===== src/rtl/multicycle_control.sv =====
// Multi-cycle control FSM: fetch/decode/exec/mem/wb sequencing for the CPU.
// In: clk, reset_n, mem_ready, instr_op/funct, alu_zero. Out: datapath controls.
module multicycle_control (
  input  logic       clk,
  input  logic       reset_n,
  input  logic       mem_ready,
  input  logic [5:0] instr_op,
  input  logic [5:0] instr_funct,
  input  logic       alu_zero,
  output logic       pc_we,
  output logic [1:0] pc_src,
  output logic       ir_we,
  output logic       mem_re,
  output logic       mem_we,
  output logic       mem_addr_sel,
  output logic       ext_sel,
  output logic       alu_src_b,
  output logic [2:0] alu_op,
  output logic       reg_we,
  output logic [1:0] reg_dst,
  output logic [1:0] wb_sel,
  output logic       instr_done,
  output logic       illegal,
  output logic [2:0] state
);

  localparam logic [2:0] S_FETCH  = 3'd0;
  localparam logic [2:0] S_DECODE = 3'd1;
  localparam logic [2:0] S_EXEC   = 3'd2;
  localparam logic [2:0] S_MEM    = 3'd3;
  localparam logic [2:0] S_WB     = 3'd4;
  localparam logic [2:0] S_HALT   = 3'd7;

  localparam logic [5:0] OP_R    = 6'h00;
  localparam logic [5:0] OP_J    = 6'h02;
  localparam logic [5:0] OP_JAL  = 6'h03;
  localparam logic [5:0] OP_BNE  = 6'h05;
  localparam logic [5:0] OP_ADDI = 6'h08;
  localparam logic [5:0] OP_XORI = 6'h0E;
  localparam logic [5:0] OP_LW   = 6'h23;
  localparam logic [5:0] OP_SW   = 6'h2B;

  localparam logic [5:0] FN_JR  = 6'h08;
  localparam logic [5:0] FN_ADD = 6'h20;
  localparam logic [5:0] FN_SUB = 6'h22;
  localparam logic [5:0] FN_SLT = 6'h2A;

  logic [2:0] state_q, state_d;
  logic [5:0] op_q, funct_q;

  logic st_fetch, st_decode, st_exec;
  logic st_mem, st_wb, st_halt;

  assign st_fetch  = (state_q == S_FETCH);
  assign st_decode = (state_q == S_DECODE);
  assign st_exec   = (state_q == S_EXEC);
  assign st_mem    = (state_q == S_MEM);
  assign st_wb     = (state_q == S_WB);
  assign st_halt   = (state_q == S_HALT);

  logic is_r, i_jr, i_add, i_sub, i_slt;
  logic i_j, i_jal, i_bne, i_addi;
  logic i_xori, i_lw, i_sw;
  logic legal, alu_wb;

  assign is_r   = (op_q == OP_R);
  assign i_jr   = is_r && (funct_q == FN_JR);
  assign i_add  = is_r && (funct_q == FN_ADD);
  assign i_sub  = is_r && (funct_q == FN_SUB);
  assign i_slt  = is_r && (funct_q == FN_SLT);
  assign i_j    = (op_q == OP_J);
  assign i_jal  = (op_q == OP_JAL);
  assign i_bne  = (op_q == OP_BNE);
  assign i_addi = (op_q == OP_ADDI);
  assign i_xori = (op_q == OP_XORI);
  assign i_lw   = (op_q == OP_LW);
  assign i_sw   = (op_q == OP_SW);

  assign legal  = i_jr | i_add | i_sub | i_slt
                | i_j | i_jal | i_bne | i_addi
                | i_xori | i_lw | i_sw;
  assign alu_wb = i_add | i_sub | i_slt
                | i_addi | i_xori;

  // ALU/extender setting per instruction, shared by
  // EXEC and WB so the result is stable at writeback.
  logic [2:0] aop_i;
  logic       srcb_i, ext_i;

  always_comb begin
    aop_i = 3'b000;
    if (i_sub || i_bne) aop_i = 3'b001;
    else if (i_xori)    aop_i = 3'b010;
    else if (i_slt)     aop_i = 3'b011;
  end

  assign srcb_i = i_addi | i_xori | i_lw | i_sw;
  assign ext_i  = ~i_xori;

  always_comb begin
    state_d = state_q;
    case (state_q)
      S_FETCH:  if (mem_ready) state_d = S_DECODE;
      S_DECODE: begin
        if (i_j || i_jal) state_d = S_FETCH;
        else if (!legal)  state_d = S_HALT;
        else              state_d = S_EXEC;
      end
      S_EXEC: begin
        if (alu_wb)            state_d = S_WB;
        else if (i_lw || i_sw) state_d = S_MEM;
        else                   state_d = S_FETCH;
      end
      S_MEM: begin
        if (mem_ready)
          state_d = i_lw ? S_WB : S_FETCH;
      end
      S_WB:    state_d = S_FETCH;
      S_HALT:  state_d = S_HALT;
      default: state_d = S_FETCH;
    endcase
  end

  always_ff @(posedge clk or negedge reset_n) begin
    if (!reset_n) begin
      state_q <= S_FETCH;
      op_q    <= '0;
      funct_q <= '0;
    end else begin
      state_q <= state_d;
      if (st_fetch && mem_ready) begin
        op_q    <= instr_op;
        funct_q <= instr_funct;
      end
    end
  end

  always_comb begin
    pc_we        = 1'b0;
    pc_src       = 2'b00;
    ir_we        = 1'b0;
    mem_re       = 1'b0;
    mem_we       = 1'b0;
    mem_addr_sel = 1'b0;
    ext_sel      = 1'b0;
    alu_src_b    = 1'b0;
    alu_op       = 3'b000;
    reg_we       = 1'b0;
    reg_dst      = 2'b00;
    wb_sel       = 2'b00;
    instr_done   = 1'b0;
    illegal      = 1'b0;
    unique case (1'b1)
      st_fetch: begin
        mem_re = 1'b1;
        ir_we  = mem_ready;
        pc_we  = mem_ready;
      end
      st_decode: begin
        if (i_j || i_jal) begin
          pc_we      = 1'b1;
          pc_src     = 2'b10;
          instr_done = 1'b1;
        end
        if (i_jal) begin
          reg_we  = 1'b1;
          reg_dst = 2'b10;
          wb_sel  = 2'b10;
        end
      end
      st_exec: begin
        ext_sel   = ext_i;
        alu_op    = aop_i;
        alu_src_b = srcb_i;
        if (i_bne) begin
          pc_src     = 2'b01;
          pc_we      = ~alu_zero;
          instr_done = 1'b1;
        end
        if (i_jr) begin
          pc_src     = 2'b11;
          pc_we      = 1'b1;
          instr_done = 1'b1;
        end
      end
      st_mem: begin
        mem_addr_sel = 1'b1;
        alu_src_b    = 1'b1;
        ext_sel      = 1'b1;
        mem_re       = i_lw;
        mem_we       = i_sw;
        instr_done   = i_sw & mem_ready;
      end
      st_wb: begin
        ext_sel    = ext_i;
        alu_op     = aop_i;
        alu_src_b  = srcb_i;
        reg_we     = 1'b1;
        instr_done = 1'b1;
        reg_dst    = is_r ? 2'b01 : 2'b00;
        wb_sel     = i_lw ? 2'b01 : 2'b00;
      end
      st_halt: illegal = 1'b1;
      default: ;
    endcase
    // Reset must silence every enable immediately,
    // not just from the next clock edge.
    if (!reset_n) begin
      pc_we      = 1'b0;
      ir_we      = 1'b0;
      mem_re     = 1'b0;
      mem_we     = 1'b0;
      reg_we     = 1'b0;
      instr_done = 1'b0;
      illegal    = 1'b0;
    end
  end

  assign state = state_q;

endmodule

===== config.mk =====
export PLATFORM = sky130hd
export DESIGN_NAME = multicycle_control
export DESIGN_NICKNAME = d
export VERILOG_FILES = /design/src/rtl/multicycle_control.sv
export SDC_FILE = /design/constraint.sdc
export NUM_CORES = 1
export LEC_CHECK = 0
export ABC_AREA = 1
export CORE_MARGIN = 2
export CORE_UTILIZATION = 46
export CTS_BUF_LIST = sky130_fd_sc_hd__clkbuf_4 sky130_fd_sc_hd__clkbuf_8
export CTS_CLUSTER_SIZE = 16
export DETAILED_ROUTE_END_ITERATION = 6
export PLACE_DENSITY = 0.82
export SLEW_MARGIN = 20
export SYNTH_ARGS = -nofsm -noshare
export SYNTH_HDL_FRONTEND = slang
export SYNTH_SLANG_ARGS = --single-unit

===== constraint.sdc =====
create_clock -name clk -period 1.6 [get_ports clk]
set_input_delay 0.32 -clock clk [delete_from_list [all_inputs] [get_ports clk]]
set_output_delay 0.32 -clock clk [all_outputs]
set_load 0.1 [all_outputs]

==> metrics.txt, run 1 <==
# TYPE chip_impl_metric gauge
chip_impl_metric{name="dieWidth",unit="um"} 51.57
chip_impl_metric{name="netlist_area",unit="mm2"} 0.001041
chip_impl_metric{name="fp.dieH",unit="um"} 51.57
chip_impl_metric{name="synthesis_warnings",unit=""} 0
chip_impl_info{name="outcome",value="stopped before the end"} 1
chip_impl_metric{name="ys_seq_elements",unit=""} 15
chip_impl_metric{name="portBuffers",unit=""} 36
chip_impl_info{name="last_stage_reached",value="3_5_place_dp"} 1
chip_impl_metric{name="routability_cong",unit=""} 0.9434
chip_impl_info{name="error_line",value="[ERROR DPL-0033] detailed placement checks failed during check placement."} 1
chip_impl_metric{name="mappedNetlistNets",unit=""} 175
chip_impl_metric{name="io_pins",unit=""} 38
chip_impl_metric{name="post_synth_num_cell_types",unit=""} 23
chip_impl_metric{name="synth_seq_area_share",unit="%"} 36.06
chip_impl_metric{name="syn-instance-count",unit=""} 159
chip_impl_metric{name="detailed_place_hpwl",unit="um"} 4877
chip_impl_metric{name="initial_core_util",unit="%"} 47.98
chip_impl_metric{name="core.rowCount",unit=""} 17
chip_impl_metric{name="synth.avg_cell_area",unit="um2"} 6.547
## synth_stat cells, drive strengths merged
cell	instances	area (um2)
and2	1	6.260
o21bai	1	7.510
a211oi	1	7.510
conb	1	3.750
buf	4	25.02
a31oi	2	12.51
nand3b	1	7.510
inv	23	86.33
nor2	26	132.6
nor3	3	20.02
dfrtp	15	375.4
nand2	50	187.7
a21oi	3	15.01
nand3	14	82.58
o21ai	13	65.06
nand4	1	6.260
## cells by family after synthesis
logic type,after synthesis,share of synthesized area (%)
simple gates,96,42.55
compound gates,20,10.34
flops,15,36.06
buf+inv,27,10.70
other cells,1,0.3602
## metrics by stage
stage / std cells / hold slack, ns
after global placement: 260 / 0.4814
after floorplan: 159 / 0.02441
==> run 2: changes to the inputs <==
==> config.mk (replaced) <==
export PLATFORM = sky130hd
export DESIGN_NAME = multicycle_control
export DESIGN_NICKNAME = d
export VERILOG_FILES = /design/src/rtl/multicycle_control.sv
export SDC_FILE = /design/constraint.sdc
export NUM_CORES = 1
export LEC_CHECK = 0
export ABC_AREA = 1
export CORE_AREA = 2 2 63 65
export DETAILED_ROUTE_END_ITERATION = 6
export DIE_AREA = 0 0 65 67
export PLACE_DENSITY_LB_ADDON = 0.15
export SLEW_MARGIN = 20
export SYNTH_ARGS = -nofsm -noshare
export SYNTH_HDL_FRONTEND = slang
export SYNTH_SLANG_ARGS = --single-unit
==> run 2 against run 1 <==
  * The flow now finishes, with violations (setup timing)
  * Area after synthesis stayed put
  * Synthesized cell count stayed put
==> metrics.txt, run 2 <==
# TYPE chip_impl_metric gauge
chip_impl_metric{name="dieArea",unit="mm2"} 0.004355
chip_impl_info{name="critical_path.startpoint_type",value="flop"} 1
chip_impl_metric{name="ys_seq_elements",unit=""} 15
chip_impl_metric{name="core_area",unit="mm2"} 0.003606
chip_impl_metric{name="grt_start_max_net_pins",unit=""} 22
chip_impl_metric{name="skew_final",unit="ns"} 0.001646
chip_impl_info{name="synth_commonest_cells",value="nand2_1, inv_1, nor2_1"} 1
chip_impl_metric{name="fp.dieH",unit="um"} 67
chip_impl_metric{name="core.rowCount",unit=""} 22
chip_impl_metric{name="netlist_area",unit="mm2"} 0.001041
chip_impl_info{name="outcome",value="finished, violations left"} 1
chip_impl_metric{name="groute.usage.overall",unit="%"} 20.40
chip_impl_info{name="yosys_top_cell_by_area",value="dfrtp_1"} 1
chip_impl_info{name="synthMostInstantiatedCell",value="nand2_1"} 1
chip_impl_info{name="mostFrequentLayoutCells",value="buf_4, nand2_1, buf_12"} 1
chip_impl_info{name="critical_path_cell_with_the_highest_stage_delay",value="dfrtp_1"} 1
chip_impl_metric{name="synth.avg_cell_area",unit="um2"} 6.547
chip_impl_metric{name="final-setup-viol-count",unit=""} 18
chip_impl_metric{name="power.ir.vdd_worst",unit="mV"} 0.8150
chip_impl_metric{name="final_max_slew_viol_count",unit=""} 0
chip_impl_metric{name="drv.max_cap_violation_count",unit=""} 0
chip_impl_metric{name="portBuffers",unit=""} 36
chip_impl_metric{name="worst_ep_required_time",unit="ns"} 1.28
chip_impl_info{name="netlist_top_cells_area",value="dfrtp_1, nand2_1, inv_1"} 1
chip_impl_metric{name="ant_diodes",unit=""} 0
chip_impl_metric{name="first_pass_detailed_route_iteration_total",unit=""} 4
chip_impl_metric{name="worst_setup_hold_path_clk_slew",unit="ns"} 0.06
chip_impl_metric{name="syn-instance-count",unit=""} 159
chip_impl_metric{name="final_core_utilization",unit="%"} 72.87
chip_impl_metric{name="yosysTopAreaCellShare",unit="%"} 36.06
chip_impl_info{name="clockRootBuffer",value="clkbuf_8"} 1
chip_impl_metric{name="first_global_vias",unit=""} 1522
chip_impl_metric{name="detail_route.wirelength",unit="um"} 4377
chip_impl_metric{name="syn_to_final_growth",unit="%"} 152.4
chip_impl_metric{name="cp_num_buf_inv",unit=""} 1
chip_impl_metric{name="routability_cong",unit=""} 0.8424
chip_impl_metric{name="cts-buffers-inserted",unit=""} 3
chip_impl_metric{name="power.combinational.fraction",unit="%"} 77.5
chip_impl_metric{name="routed_wire_length_per_instance",unit="um"} 14.45
chip_impl_metric{name="synthesis_warnings",unit=""} 0
chip_impl_info{name="critPathKind",value="reg2out"} 1
chip_impl_metric{name="grt_pass1_wl",unit="um"} 6617
chip_impl_metric{name="route.antenna.remaining_nets",unit=""} 0
chip_impl_metric{name="detailedRoute.firstIterationViolations",unit=""} 49
chip_impl_metric{name="netSwitchingPower",unit="W"} 0.002552
chip_impl_info{name="critical-path-top-delay-family",value="simple AND/OR/NAND/NOR gates"} 1
chip_impl_metric{name="total_nets_final",unit=""} 272
chip_impl_metric{name="grt_antenna_before_repair",unit=""} 0
chip_impl_info{name="cp_cell_sequence",value="nor2_1 > nand3_2 > nor2_4 > nor2_4 > nor2_4 > nand2_2 > a31oi_4 > buf_12"} 1
chip_impl_metric{name="cellLeakagePower",unit="nW"} 1.173
chip_impl_metric{name="grt-ovfl-total",unit=""} 0
chip_impl_metric{name="p_sw_share",unit="%"} 51.49
chip_impl_metric{name="hold-worst-slack",unit="ns"} 0.4115
chip_impl_metric{name="worst_path_maximum_fanout",unit=""} 3
chip_impl_info{name="grt_setup_unrepaired",value="yes"} 1
chip_impl_metric{name="clk_latency",unit="ns"} 0.25
chip_impl_metric{name="post-route-drc-count",unit=""} 0
chip_impl_metric{name="p_per_area",unit="mW/mm2"} 1886
chip_impl_metric{name="critPathArrivalTime",unit="ns"} 1.78
chip_impl_metric{name="number_of_vias_in_the_routed_layout",unit=""} 1439
chip_impl_info{name="yosys_most_used_dff",value="dfrtp_1"} 1
chip_impl_metric{name="detailed_place_hpwl",unit="um"} 2844
chip_impl_metric{name="mappedNetlistNets",unit=""} 175
chip_impl_metric{name="max-clock-path-buffers",unit=""} 2
chip_impl_metric{name="io_pins",unit=""} 38
chip_impl_metric{name="post_route_cells_drive_above_1_share",unit="%"} 61.18
chip_impl_info{name="crit_path_end_kind",value="primary output"} 1
chip_impl_metric{name="dieWidth",unit="um"} 65
chip_impl_metric{name="drt-vias-per-instance",unit=""} 4.749
chip_impl_info{name="timing.hold.worst.class",value="in2async"} 1
chip_impl_metric{name="internal_power",unit="W"} 0.002404
chip_impl_metric{name="synth_seq_area_share",unit="%"} 36.06
chip_impl_metric{name="initial_core_util",unit="%"} 28.87
chip_impl_metric{name="h-tree-depth",unit=""} 1
chip_impl_info{name="layout_commonest_cell",value="buf_4"} 1
chip_impl_metric{name="power_frac_clock",unit="%"} 6.3
chip_impl_metric{name="number_of_enable_type_register_cells_in_the_synthesized_netlist",unit=""} 0
chip_impl_metric{name="final_cycle_utilization_of_the_critical_path",unit="%"} 131.0
chip_impl_metric{name="post_synth_num_cell_types",unit=""} 23
chip_impl_info{name="violations",value="setup timing"} 1
chip_impl_metric{name="fin_hold_viols",unit=""} 0
chip_impl_metric{name="power_frac_seq",unit="%"} 16.2
chip_impl_metric{name="cp_slowest_stage_delay",unit="ns"} 0.39
chip_impl_metric{name="synthArstFlopShare",unit="%"} 100.0
chip_impl_metric{name="setup_ws",unit="ns"} -0.4959
chip_impl_info{name="tritoncts",value="yes"} 1
chip_impl_info{name="crit_top_cell",value="nor2_4"} 1
chip_impl_metric{name="max_freq",unit="MHz"} 477.1
chip_impl_metric{name="setup_tns_after_final_layout",unit="ns"} -6.538
chip_impl_metric{name="clock_sinks",unit=""} 15
chip_impl_metric{name="post_layout_minimum_cycle_time",unit="ns"} 2.096
chip_impl_metric{name="totalPowerFinal",unit="W"} 0.004956
==> run 2: cell counts after synthesis <==
Identical to the previous run, type by type.
==> run 2: final cells by class <==
| cell class | count | area [um2] |
|---|---|---|
| sequential | 15 | 391.6 |
| fill | 238 | 978.4 |
| inverter | 23 | 98.84 |
| timing repair buffer | 96 | 1110 |
| tap | 48 | 60.06 |
| clock buffer | 4 | 45.04 |
| multi-input combinational | 117 | 922.1 |
==> run 2: worst paths after layout <==
check	cells past startpoint	to	slack [ns]	startpoint
max	8	pc_we	-0.50	funct_q[0]
min	2	state[0]	0.41	reset_n
max in group asynchronous	2	state[2]	0.99	reset_n
max reg2reg	10	state[0]	0	op_q[1]
min in group clk	2	funct_q[4]	0.52	funct_q[4]
min reg2reg	2	funct_q[4]	0.52	funct_q[4]
==> run 2: worst register-to-register path: cells and delay by family (launching register included) <==
| kind | cells | cell delay [ns] |
|---|---|---|
| AND/OR/NAND/NOR | 8 | 0.91 |
| flip-flops | 1 | 0.41 |
| buffers and inverters | 2 | 0.18 |
==> run 2: logic make-up after synthesis <==
family	count (synthesis)	synth area share, %
compound gates	20	10.34
buf+inv	27	10.70
flops	15	36.06
other cells	1	0.3602
simple gates	96	42.55
==> run 2: what timing repair did <==
action,in CTS,in global routing
hold buffers,0,0
pin swaps,21,16
hold endpoints to repair,0,0
resized for setup,46,34
buffers inserted,14,6
setup endpoints to repair,18,27
==> run 2: power by group through the flow <==
stage / clock network, W / logic [W] / registers [W]
6_report: 0.000314 / 0.00384 / 0.000803
5_1_grt: 0.000339 / 0.00405 / 0.000823
4_1_cts: 0.000319 / 0.00346 / 0.000775
3_3_place_gp: 0 / 0.00295 / 0.000752
3_5_place_dp: 0 / 0.00300 / 0.000763
2_1_floorplan: 0 / 0.00150 / 0.000992
==> run 2: per-stage QoR <==
step	worst slack, ns	area [um2]	std cells
2_1_floorplan	-1.130	1230	159
6_report	-0.4959	2628	303
5_1_grt	-0.5872	2628	303
3_5_place_dp	-0.2479	2156	280
3_3_place_gp	-0.2426	2156	280
4_1_cts	-0.4721	2477	297
==> run 2: layer usage <==
metal | global-route usage [%] | up-vias | share of wire, % | wire (um)
met5 | 0 | - | 0 | 0
met4 | 11.97 | 0 | 4.5 | 197
met3 | 3.716 | 18 | 4.4 | 194
met2 | 38.14 | 54 | 55 | 2391
met1 | 21.16 | 675 | 36 | 1593
li1 | - | 692 | - | -
(Power assumes the default switching activity.)
==> run 3: changes to the inputs <==
--- a/config.mk
+++ b/config.mk
@@ -6,9 +6,10 @@
 export NUM_CORES = 1
 export LEC_CHECK = 0
 export ABC_AREA = 1
-export CORE_AREA = 2 2 63 65
+export CORE_AREA = 3 3 64 66
+export CTS_CLUSTER_DIAMETER = 200
 export DETAILED_ROUTE_END_ITERATION = 6
-export DIE_AREA = 0 0 65 67
+export DIE_AREA = 0 0 67 69
 export PLACE_DENSITY_LB_ADDON = 0.15
 export SLEW_MARGIN = 20
 export SYNTH_ARGS = -nofsm -noshare
==> run 3 against run 2 <==
  * The flow still finishes with violations (setup timing)
  * Global-route usage decreased by 3.7 points
  * Maximum frequency decreased by 0.49%
  * Critical path depth decreased by 2
  * Via count decreased by 1.4%
  * Clock power decreased by 1%
  * Combinational power decreased by 3%
  * Register-to-register slack improved by 0.05 ns
  * Routed wire length decreased by 1.6%
  * Clock-buffer cell count unchanged
  * Critical endpoint unchanged
  * Largest cell class unchanged
  * Largest power group unchanged
==> metrics.txt, run 3 (synthesis gave the netlist of run 2 again) <==
# TYPE chip_impl_metric gauge
chip_impl_metric{name="route.antenna.remaining_nets",unit=""} 0
chip_impl_info{name="crit_path_end_kind",value="primary output"} 1
chip_impl_metric{name="grt_antenna_before_repair",unit=""} 0
chip_impl_info{name="grt_setup_unrepaired",value="yes"} 1
chip_impl_metric{name="number_of_vias_in_the_routed_layout",unit=""} 1419
chip_impl_metric{name="dieWidth",unit="um"} 67
chip_impl_metric{name="max_freq",unit="MHz"} 474.8
chip_impl_info{name="critical_path_cell_with_the_highest_stage_delay",value="dfrtp_2"} 1
chip_impl_metric{name="initial_core_util",unit="%"} 28.65
chip_impl_metric{name="portBuffers",unit=""} 36
chip_impl_info{name="layout_commonest_cell",value="buf_4"} 1
chip_impl_info{name="clockRootBuffer",value="clkbuf_8"} 1
chip_impl_metric{name="grt_start_max_net_pins",unit=""} 22
chip_impl_metric{name="fp.dieH",unit="um"} 69
chip_impl_metric{name="totalPowerFinal",unit="W"} 0.004862
chip_impl_info{name="violations",value="setup timing"} 1
chip_impl_metric{name="setup_ws",unit="ns"} -0.5061
chip_impl_metric{name="syn_to_final_growth",unit="%"} 148.1
chip_impl_metric{name="cts-buffers-inserted",unit=""} 3
chip_impl_metric{name="detailedRoute.firstIterationViolations",unit=""} 49
chip_impl_metric{name="routability_cong",unit=""} 0.8603
chip_impl_info{name="cp_cell_sequence",value="nor2_4 > nand3_4 > o21ai_0 > nand2_2 > a31oi_4 > buf_12"} 1
chip_impl_info{name="mostFrequentLayoutCells",value="buf_4, nand2_1, buf_12"} 1
chip_impl_metric{name="clk_latency",unit="ns"} 0.25
chip_impl_metric{name="cp_slowest_stage_delay",unit="ns"} 0.45
chip_impl_metric{name="ant_diodes",unit=""} 0
chip_impl_metric{name="final_max_slew_viol_count",unit=""} 0
chip_impl_info{name="critPathKind",value="reg2out"} 1
chip_impl_metric{name="worst_path_maximum_fanout",unit=""} 5
chip_impl_metric{name="drt-vias-per-instance",unit=""} 4.699
chip_impl_info{name="critical_r2r_capture",value="state[2]"} 1
chip_impl_metric{name="dieArea",unit="mm2"} 0.004623
chip_impl_info{name="outcome",value="finished, violations left"} 1
chip_impl_metric{name="r2r_slack",unit="ns"} 0.05
chip_impl_metric{name="first_global_vias",unit=""} 1379
chip_impl_info{name="critical_path.startpoint_type",value="flop"} 1
chip_impl_metric{name="worst_ep_required_time",unit="ns"} 1.28
chip_impl_metric{name="power.ir.vdd_worst",unit="mV"} 0.8810
chip_impl_metric{name="clock_sinks",unit=""} 15
chip_impl_metric{name="drv.max_cap_violation_count",unit=""} 0
chip_impl_info{name="worstReg2RegStart",value="op_q[1]"} 1
chip_impl_metric{name="core_area",unit="mm2"} 0.003633
chip_impl_metric{name="skew_final",unit="ns"} 0.007068
chip_impl_metric{name="critPathArrivalTime",unit="ns"} 1.79
chip_impl_metric{name="p_per_area",unit="mW/mm2"} 1883
chip_impl_metric{name="routed_wire_length_per_instance",unit="um"} 14.25
chip_impl_metric{name="grt-ovfl-total",unit=""} 0
chip_impl_info{name="timing.hold.worst.class",value="in2async"} 1
chip_impl_metric{name="ff2ff_path_depth",unit=""} 11
chip_impl_metric{name="detail_route.wirelength",unit="um"} 4305
chip_impl_metric{name="post_route_cells_drive_above_1_share",unit="%"} 60.24
chip_impl_metric{name="groute.usage.overall",unit="%"} 16.73
chip_impl_metric{name="grt_pass1_wl",unit="um"} 6072
chip_impl_metric{name="fin_hold_viols",unit=""} 0
chip_impl_metric{name="max-clock-path-buffers",unit=""} 2
chip_impl_metric{name="io_pins",unit=""} 38
chip_impl_metric{name="post_layout_minimum_cycle_time",unit="ns"} 2.106
chip_impl_metric{name="final_cells",unit=""} 302
chip_impl_metric{name="final_cycle_utilization_of_the_critical_path",unit="%"} 131.6
chip_impl_metric{name="detailed_place_hpwl",unit="um"} 2788
chip_impl_info{name="tritoncts",value="yes"} 1
chip_impl_metric{name="cellLeakagePower",unit="nW"} 1.139
chip_impl_metric{name="placedCellCount",unit=""} 278
chip_impl_metric{name="cts-hold-fix-buffers",unit=""} 0
chip_impl_metric{name="first_pass_detailed_route_iteration_total",unit=""} 4
chip_impl_metric{name="h-tree-depth",unit=""} 1
chip_impl_metric{name="core.rowCount",unit=""} 22
chip_impl_metric{name="post-route-drc-count",unit=""} 0
chip_impl_metric{name="final-setup-viol-count",unit=""} 18
chip_impl_metric{name="total_nets_final",unit=""} 271
chip_impl_metric{name="worst_setup_hold_path_clk_slew",unit="ns"} 0.06
## run 3: changes by cell type in the layout (fill, tap and decap cells not counted), moves of 2 or more
cell / change
nor2_2: +2
o21ai_1: -2
nand2_4: -3
inv_1: +2
nand2_1: +2
nor2_1: -2
## run 3: timing repair
| action | CTS | global route |
|---|---|---|
| buffers inserted | 7 | 16 |
| pin swaps | 14 | 14 |
| setup endpoints to repair | 18 | 20 |
| gates resized for setup | 43 | 28 |
## run 3: final cells by class
type | instances | area [um2]
Clock buffer | 4 | 45.04
Fill cell | 287 | 1051
Inverter | 23 | 88.84
Multi-Input combinational cell | 117 | 898.4
Sequential cell | 15 | 391.6
Tap cell | 48 | 60.06
Timing Repair Buffer | 95 | 1099
## run 3: how the worst max path moves through the flow
stage	start	end	slack, ns	depth (start not counted)
floorplan	state[2]	reg_we	-1.13	5
global placement	state[2]	instr_done	-0.26	6
detailed placement	state[2]	reg_we	-0.27	6
CTS	state[1]	pc_we	-0.50	5
global route	funct_q[2]	pc_we	-0.61	8
finish	op_q[2]	pc_we	-0.51	6
## run 3: routing by layer
| metal | part of all wire, % | global-route usage (%) |
|---|---|---|
| met5 | 0 | 0 |
| met1 | 36 | 19.43 |
| met4 | 2.2 | 5.631 |
| met2 | 56 | 30.46 |
| met3 | 5.1 | 2.117 |
## run 3: power breakdown
group	switching, W	internal (W)
clock network	0.000133	0.000176
registers	0.000225	0.000593
logic	0.00214	0.00160
## run 3: worst max-delay path, delay by kind of cell, from the launching register on
kind,cells,cell delay [ns]
flops,1,0.45
compound gates,2,0.51
buf+inv,1,0.19
simple gates,3,0.38
## run 3: metrics by stage
step / TNS, ns / setup slack (ns) / util [%] / cell area [um2] / hold slack (ns)
2_1_floorplan: -12.31 / -1.130 / - / 1230 / 0.02441
3_3_place_gp: -2.263 / -0.2640 / 59.26 / 2153 / 0.4825
3_5_place_dp: -2.540 / -0.2719 / 59.26 / 2153 / 0.4950
4_1_cts: -6.335 / -0.4973 / 65.98 / 2397 / 0.4189
5_1_grt: -7.802 / -0.6142 / 71.07 / 2582 / 0.4515
6_report: -6.372 / -0.5061 / 71.07 / 2582 / 0.4108
